**src/rtl/stopwatch_ctrl.sv**
```systemverilog
// stopwatch_ctrl: control stage for an mm:ss stopwatch built from four
// external 4-bit digit counters. Synchronizes the start/stop and clear
// buttons, runs the IDLE/RUN/PAUSE/CLEAR state machine, divides clk down to
// a count tick, drives each counter's Load/Count with BCD carry and wrap,
// and registers the counter values for the display.
// Optional feature: define STOPWATCH_LAP_EN to add a lap button that
// freezes the display while counting continues.
// state_dbg exposes the FSM state: 0 IDLE, 1 RUN, 2 PAUSE, 3 CLEAR.
// Counter interface: count[i]/load[i] are combinational and only meaningful
// at the next rising clk edge; they are never both high for one digit.
module stopwatch_ctrl #(
   parameter int         TICK_DIV = 1000000,
   parameter logic [3:0] MAX0     = 4'd9,
   parameter logic [3:0] MAX1     = 4'd5,
   parameter logic [3:0] MAX2     = 4'd9,
   parameter logic [3:0] MAX3     = 4'd5
) (
   input  logic       clk,
   input  logic       reset,
   input  logic       btn_ss,
   input  logic       btn_clr,
`ifdef STOPWATCH_LAP_EN
   input  logic       btn_lap,
`endif
   input  logic [3:0] q0,
   input  logic [3:0] q1,
   input  logic [3:0] q2,
   input  logic [3:0] q3,
   output logic [3:0] count,
   output logic [3:0] load,
   output logic [3:0] load_d,
   output logic       running,
   output logic       tick,
   output logic       rollover,
   output logic [3:0] disp0,
   output logic [3:0] disp1,
   output logic [3:0] disp2,
   output logic [3:0] disp3,
   output logic [1:0] state_dbg
);

   localparam int PW = (TICK_DIV > 1) ? $clog2(TICK_DIV) : 1;
   localparam logic [PW-1:0] PRE_LAST = PW'(TICK_DIV - 1);

   typedef enum logic [1:0] {
      ST_IDLE  = 2'd0,
      ST_RUN   = 2'd1,
      ST_PAUSE = 2'd2,
      ST_CLEAR = 2'd3
   } state_t;

   state_t        state_q, state_d;
   logic [PW-1:0] pre_q, pre_d;
   // [0],[1] synchronize; [2] is the delayed copy used by the edge detector
   logic [2:0]    ss_sync_q, ss_sync_d, clr_sync_q, clr_sync_d;
   logic          ss_edge_q, ss_edge_d, clr_edge_q, clr_edge_d;
   logic [15:0]   disp_q, disp_d;
   logic          hold_disp;
   logic          tick_w;
   logic [3:0]    q_term, cnt_w, ld_w;
   logic [4:0]    carry;

`ifdef STOPWATCH_LAP_EN
   logic [2:0]    lap_sync_q, lap_sync_d;
   logic          lap_edge_q, lap_edge_d;
   logic          lap_hold_q, lap_hold_d;

   // lap button: synchronize, edge-detect, toggle the display hold in RUN
   always_comb begin
      lap_sync_d = {lap_sync_q[1:0], btn_lap};
      lap_edge_d = lap_sync_q[1] & ~lap_sync_q[2];
      lap_hold_d = lap_hold_q;
      if (lap_edge_q && (state_q == ST_RUN)) lap_hold_d = ~lap_hold_q;
      if (state_d == ST_CLEAR) lap_hold_d = 1'b0;
   end

   assign hold_disp = lap_hold_q;
`else
   assign hold_disp = 1'b0;
`endif

   // a tick only happens while running; a paused prescaler may sit at its last value
   assign tick_w = (state_q == ST_RUN) && (pre_q == PRE_LAST);

   // button synchronizers, edge detectors, next state, prescaler and display capture
   always_comb begin
      ss_sync_d  = {ss_sync_q[1:0], btn_ss};
      clr_sync_d = {clr_sync_q[1:0], btn_clr};
      ss_edge_d  = ss_sync_q[1] & ~ss_sync_q[2];
      clr_edge_d = clr_sync_q[1] & ~clr_sync_q[2];

      state_d = state_q;
      unique case (state_q)
         ST_IDLE: begin
            if (clr_edge_q)     state_d = ST_CLEAR;
            else if (ss_edge_q) state_d = ST_RUN;
         end
         ST_RUN: begin
            // clear is ignored while running, so start/stop always wins here
            if (ss_edge_q) state_d = ST_PAUSE;
         end
         ST_PAUSE: begin
            if (clr_edge_q)     state_d = ST_CLEAR;
            else if (ss_edge_q) state_d = ST_RUN;
         end
         ST_CLEAR: state_d = ST_IDLE;
         default:  state_d = ST_IDLE;
      endcase

      unique case (state_q)
         ST_RUN:   pre_d = tick_w ? '0 : pre_q + 1'b1;
         ST_PAUSE: pre_d = pre_q;
         default:  pre_d = '0;
      endcase

      disp_d = hold_disp ? disp_q : {q3, q2, q1, q0};
   end

   // BCD carry chain: values above the terminal count are treated as terminal
   always_comb begin
      q_term   = {(q3 >= MAX3), (q2 >= MAX2), (q1 >= MAX1), (q0 >= MAX0)};
      carry    = '0;
      cnt_w    = '0;
      ld_w     = '0;
      carry[0] = tick_w;
      for (int i = 0; i < 4; i++) begin
         if (carry[i]) begin
            if (q_term[i]) begin
               ld_w[i]      = 1'b1;
               carry[i + 1] = 1'b1;
            end else begin
               cnt_w[i] = 1'b1;
            end
         end
      end
   end

   // all state registers, cleared asynchronously by the active-low reset
   always_ff @(posedge clk or negedge reset) begin
      if (!reset) begin
         state_q    <= ST_IDLE;
         pre_q      <= '0;
         ss_sync_q  <= '0;
         clr_sync_q <= '0;
         ss_edge_q  <= 1'b0;
         clr_edge_q <= 1'b0;
         disp_q     <= '0;
`ifdef STOPWATCH_LAP_EN
         lap_sync_q <= '0;
         lap_edge_q <= 1'b0;
         lap_hold_q <= 1'b0;
`endif
      end else begin
         state_q    <= state_d;
         pre_q      <= pre_d;
         ss_sync_q  <= ss_sync_d;
         clr_sync_q <= clr_sync_d;
         ss_edge_q  <= ss_edge_d;
         clr_edge_q <= clr_edge_d;
         disp_q     <= disp_d;
`ifdef STOPWATCH_LAP_EN
         lap_sync_q <= lap_sync_d;
         lap_edge_q <= lap_edge_d;
         lap_hold_q <= lap_hold_d;
`endif
      end
   end

   assign count     = (state_q == ST_CLEAR) ? 4'h0 : cnt_w;
   assign load      = (state_q == ST_CLEAR) ? 4'hF : ld_w;
   assign load_d    = 4'h0;
   assign rollover  = carry[4];
   assign tick      = tick_w;
   assign running   = (state_q == ST_RUN);
   assign disp0     = disp_q[3:0];
   assign disp1     = disp_q[7:4];
   assign disp2     = disp_q[11:8];
   assign disp3     = disp_q[15:12];
   assign state_dbg = state_q;

endmodule

```
**config.mk**
```make
export PLATFORM = sky130hd
export DESIGN_NAME = stopwatch_ctrl
export DESIGN_NICKNAME = d
export VERILOG_FILES = /design/src/rtl/stopwatch_ctrl.sv
export SDC_FILE = /design/constraint.sdc
export NUM_CORES = 1
export LEC_CHECK = 0
export CORE_ASPECT_RATIO = 1.4
export CORE_MARGIN = 3
export CORE_UTILIZATION = 42
export CTS_CLUSTER_DIAMETER = 150
export DETAILED_ROUTE_END_ITERATION = 16
export GPL_TIMING_DRIVEN = 1
export PLACE_DENSITY = 0.71
export SLEW_MARGIN = 0
export SYNTH_ARGS = -nofsm -noshare
export SYNTH_HDL_FRONTEND = slang
export SYNTH_SLANG_ARGS = --single-unit
```
**constraint.sdc**
```tcl
create_clock -name clk -period 5.44 [get_ports clk]
set_input_delay 1.36 -clock clk [delete_from_list [all_inputs] [get_ports clk]]
set_output_delay 1.36 -clock clk [all_outputs]
set_load 0.03 [all_outputs]
```
Word level (Yosys, flattened, before mapping)
Index checks and enable logic that the tools add are counted.

Bitwise gates (word level): 4. Add/subtract/negate cells: 1. Eq/ne operators: 6. Muxes and demuxes: 24. Reduce and logical (&&, ||, !) cells: 4. Magnitude comparators: 4.

Operators by type and width (number): $pmux W20 S2 (1); $add A20 B1 Y20 const B (1); $eq A20 B20 Y1 const B (1); $mux W20 (1); $mux W1 (16); $ge A4 B3 Y1 const B (2); $ge A4 B4 Y1 const B (2); $mux W4 (2); $mux W2 (3); $pmux W2 S3 (1); $eq A2 B2 Y1 const B (2); $ne A3 B1 Y1 const B (1); $and A1 B1 Y1 (2); $eq A2 B1 Y1 const B (1); $logic_not A2 Y1 (1); $ne A2 B1 Y1 const B (1); $not A1 Y1 (2); $reduce_and A2 Y1 (1); $reduce_or A2 Y1 (1); $logic_and A1 B1 Y1 (1).

Register bits: 46. Logic and storage cells: 50.

Longest topological paths before layout
Word-level depth: 7. Mapped depth: 7. Mapped depth without buffers: 6.

Least setup slack after synthesis
OpenSTA, ideal clock, no wires.

Kind: input -> output. Start point: in q0[2]. End point: out load[1]. Arrival time: 2.669 ns. Path slack: 1.411 ns. Stages on the path: 3. Data required time: 4.080 ns. Path through: o31a_2 or4b_4 o21ai_0.

Word-level cells in the longest chain between the ends: 5.

RTL lines: start: declaration (line 25) `input logic [3:0] q0,`; $ge A4 B4 Y1 (line 121) `q_term = {(q3 >= MAX3), (q2 >= MAX2), (q1 >= MAX1), (q0 >= MAX0)};`; $mux W1 (line 128) `if (q_term[i]) begin`; $mux W1 (2 in series) (line 127) `if (carry[i]) begin`; $mux W4 (line 170) `assign load = (state_q == ST_CLEAR) ? 4'hF : ld_w;`; end: declaration (line 30) `output logic [3:0] load,`.

Every way passes these cells.

Worst setup path after layout
Start point: in q0[0]. End point: out load[3].

Word-level cells in the longest chain between the ends: 7.

RTL lines (line): $ge A4 B4 Y1 (121); $mux W1 (128); $mux W1 (4 in series) (127); $mux W4 (170).

Every way passes these cells.

==> reports/qor.txt <==
crit path max fanout -> 5
crit end category -> output port
top-area cell type share of the netlist area -> 0.5743
Tmin final -> 4.852 ns
fin area -> 2643 um^2
Ys Warns -> 0
Avg WL per Cell -> 14.25 um
post-CTS setup buffer count -> 0
count leader, synth -> dfrtp_1
Initial Utilization -> 0.4384
layout net count -> 265
CTS Sinks -> 46
first-pass GRT wire length -> 7.521 mm
First-pass DRT Iterations -> 4
top_reg_cell synth -> dfrtp_1
CTS tree -> done
fill cell count -> 399
Seq cells post-synth -> 46
post-synthesis async set-or-reset flop share -> 1.000
final setup vio count -> 0
Worst Tran Pin Value -> 1.089 ns
Port-buffer cells -> 48
Ports -> 53
power per standard cell area -> 362.5 nW/um^2
final routed DRC violation total -> 0
min-delay worst type -> reg -> reg
Post-CTS Hold Fix Bufs -> 0
CTS Root Cell -> clkbuf_8
GRT Util Overall -> 0.1698
Longest Clk Path Bufs -> 2
synth unique cells -> 43
Post-synth EDFFs -> 0
CTS H-tree lvls -> 2
Design Power -> 0.0009578 W
status -> finished, final reports clean
Synth Area per Inst -> 10.33 um^2
register area share after synthesis -> 0.5743
DIE WIDTH -> 64.39 um
area delta synth->final -> 31.84%
post-CTS sizing -> 0
DIE AREA -> 5649 um^2
# rows -> 29
final non-filler cell total -> 306
area leader, netlist -> dfrtp_1
pin count of the biggest net entering global routing -> 47
max cap viols -> 0
Inserted Diodes -> 0
Crit Path Category -> in -> out
max_slew headroom -> 0.2671
maximum vdd drop -> 146.3 uV
post-DR vias/cell -> 5.314
clock insertion delay at the later pin of the skew report -> 0.29 ns
clk slew on worst S/H paths -> 0.08 ns
final worst clock skew -> 0.003776 ns
vias in the first global route -> 1633
GP Congestion -> 0.7728
synth cell count leaders -> dfrtp_1 (46), nand2_1 (21), nand3_1 (14)
Final period util -> 0.8919
CORE AREA -> 4572 um^2
1st-iter DRT viols -> 72
Layout Utilization -> 0.5780
Syn Inst Count -> 194
Final Hold Viols -> 0
Static Leak -> 1.114 nW
FMAX -> 206.1 MHz
mapped cell area -> 2004 um^2
main area contributors after synthesis -> dfrtp_1 (57%), nand2_1 (3.9%), nand3_1 (3.5%)
Chip Height -> 87.74 um
setup TNS -> 0 ns
ratio of cells with drive above 1 in the final layout -> 0.07377
DRT Wirelength -> 4.362 mm
crit path DAT -> 3.49 ns
unrepaired setup endpoints after global routing -> false
startpoint types -> input port
pins over their slew limit -> 0
antenna viol nets, final -> 0
total congestion overflow -> 0
detailed-route via count -> 1626
DP HPWL -> 3.137 mm
CTS buffer count -> 5
placed cell areas -> 2530 um^2
placed cell count -> 299
critical path required time -> 4.08 ns
initial antenna violation count -> 0
==> where the power goes <==
| part | total, W | switching [W] | internal [W] |
|---|---|---|---|
| Clock | 0.000258 | 0.000111 | 0.000147 |
| Combinational | 0.000314 | 0.000198 | 0.000116 |
| Sequential | 0.000386 | 0.0000205 | 0.000366 |
==> path summary, 6_finish.rpt <==
| kind | start | end | slack (ns) | cells after the start |
|---|---|---|---|---|
| setup reg to reg | pre_q[0]$_DFFE_PN0P_ | pre_q[18]$_DFFE_PN0P_ | 3.04 | 6 |
| max in group asynchronous | reset | disp_q[3]$_DFF_PN0_ | 3.60 | 1 |
| hold / removal | clr_sync_q[0]$_DFF_PN0_ | clr_sync_q[1]$_DFF_PN0_ | 0.35 | 0 |
| setup / recovery | q0[0] | load[3] | 0.59 | 6 |
| min in group asynchronous | reset | disp_q[13]$_DFF_PN0_ | 1.23 | 1 |
| hold reg to reg | clr_sync_q[0]$_DFF_PN0_ | clr_sync_q[1]$_DFF_PN0_ | 0.35 | 0 |
==> stage by stage <==
step / setup WS (ns) / hold slack [ns]
final: 0.5882 / 0.3536
after global routing: 0.5162 / 0.3647
after CTS: 0.5734 / 0.3567
after detailed placement: 0.5760 / 0.3370
after global placement: 0.6038 / 0.3322
after floorplan: 1.411 / 0.3312
==> logic make-up after synthesis <==
logic type               after synthesis  share of synthesized area
buffers and inverters                 21                    0.04744
multiplexers                           4                    0.01998
other                                  1                   0.001871
AO/OA/AOI/OAI                         38                     0.1167
AND/OR/NAND/NOR                       81                     0.2247
adder cells (fa/ha/maj)                1                   0.006241
flip-flops                            46                     0.5743
XOR/XNOR                               2                   0.008741
==> flip-flops by register name, summed over array words and instances (netlist names) <==
register and flops:
ss_sync_q 3, clr_sync_q 3, pre_q 20, disp_q 16, clr_edge_q 1, ss_edge_q 1, state_dbg 2
==> cells in the final DEF, fill, tap and decap left out, types with 2 or more instances in the layout <==
| cell | count |
|---|---|
| and3_1 | 4 |
| o22ai_1 | 3 |
| conb_1 | 4 |
| nand3b_1 | 3 |
| dfrtp_1 | 46 |
| nor2_1 | 9 |
| buf_4 | 2 |
| clkdlybuf4s50_1 | 47 |
| a22o_1 | 2 |
| inv_1 | 10 |
| nor3_1 | 4 |
| nor2b_1 | 4 |
| o21ai_0 | 11 |
| nand2_1 | 21 |
| nand3_1 | 14 |
| clkbuf_8 | 6 |
| xnor2_1 | 2 |
| o31a_2 | 2 |
| mux2i_1 | 4 |
| a21oi_1 | 13 |
| nand4_1 | 7 |
| nor4_1 | 3 |
==> layer usage <==
layer / up-vias / routed length [um] / part of all wire / global-route usage
met5: - / 0 / 0 / 0
met1: 772 / 1839 / 0.42 / 0.1909
met4: 0 / 90 / 0.021 / 0.05962
met3: 8 / 294 / 0.067 / 0.04236
met2: 66 / 2137 / 0.49 / 0.3111
li1: 780 / - / - / -
==> worst max-delay path, stage by stage <==
cell             delay [ns]
clkdlybuf4s50_1        0.49
o31a_2                 0.15
or4b_4                 0.49
nand3b_4               0.20
o21ai_2                0.13
clkdlybuf4s50_1        0.68
==> area by class of cell <==
class	instances	area (um^2)	share of cell area
clock inverter	1	30.03	0.01136
inverter	11	41.29	0.01563
tap	62	77.57	0.02936
sequential	46	1151	0.4356
clock buffer	6	82.58	0.03125
timing repair buffer	50	490.5	0.1856
multi-input combinational	130	769.5	0.2912
Power figures use the tool's default switching activity.
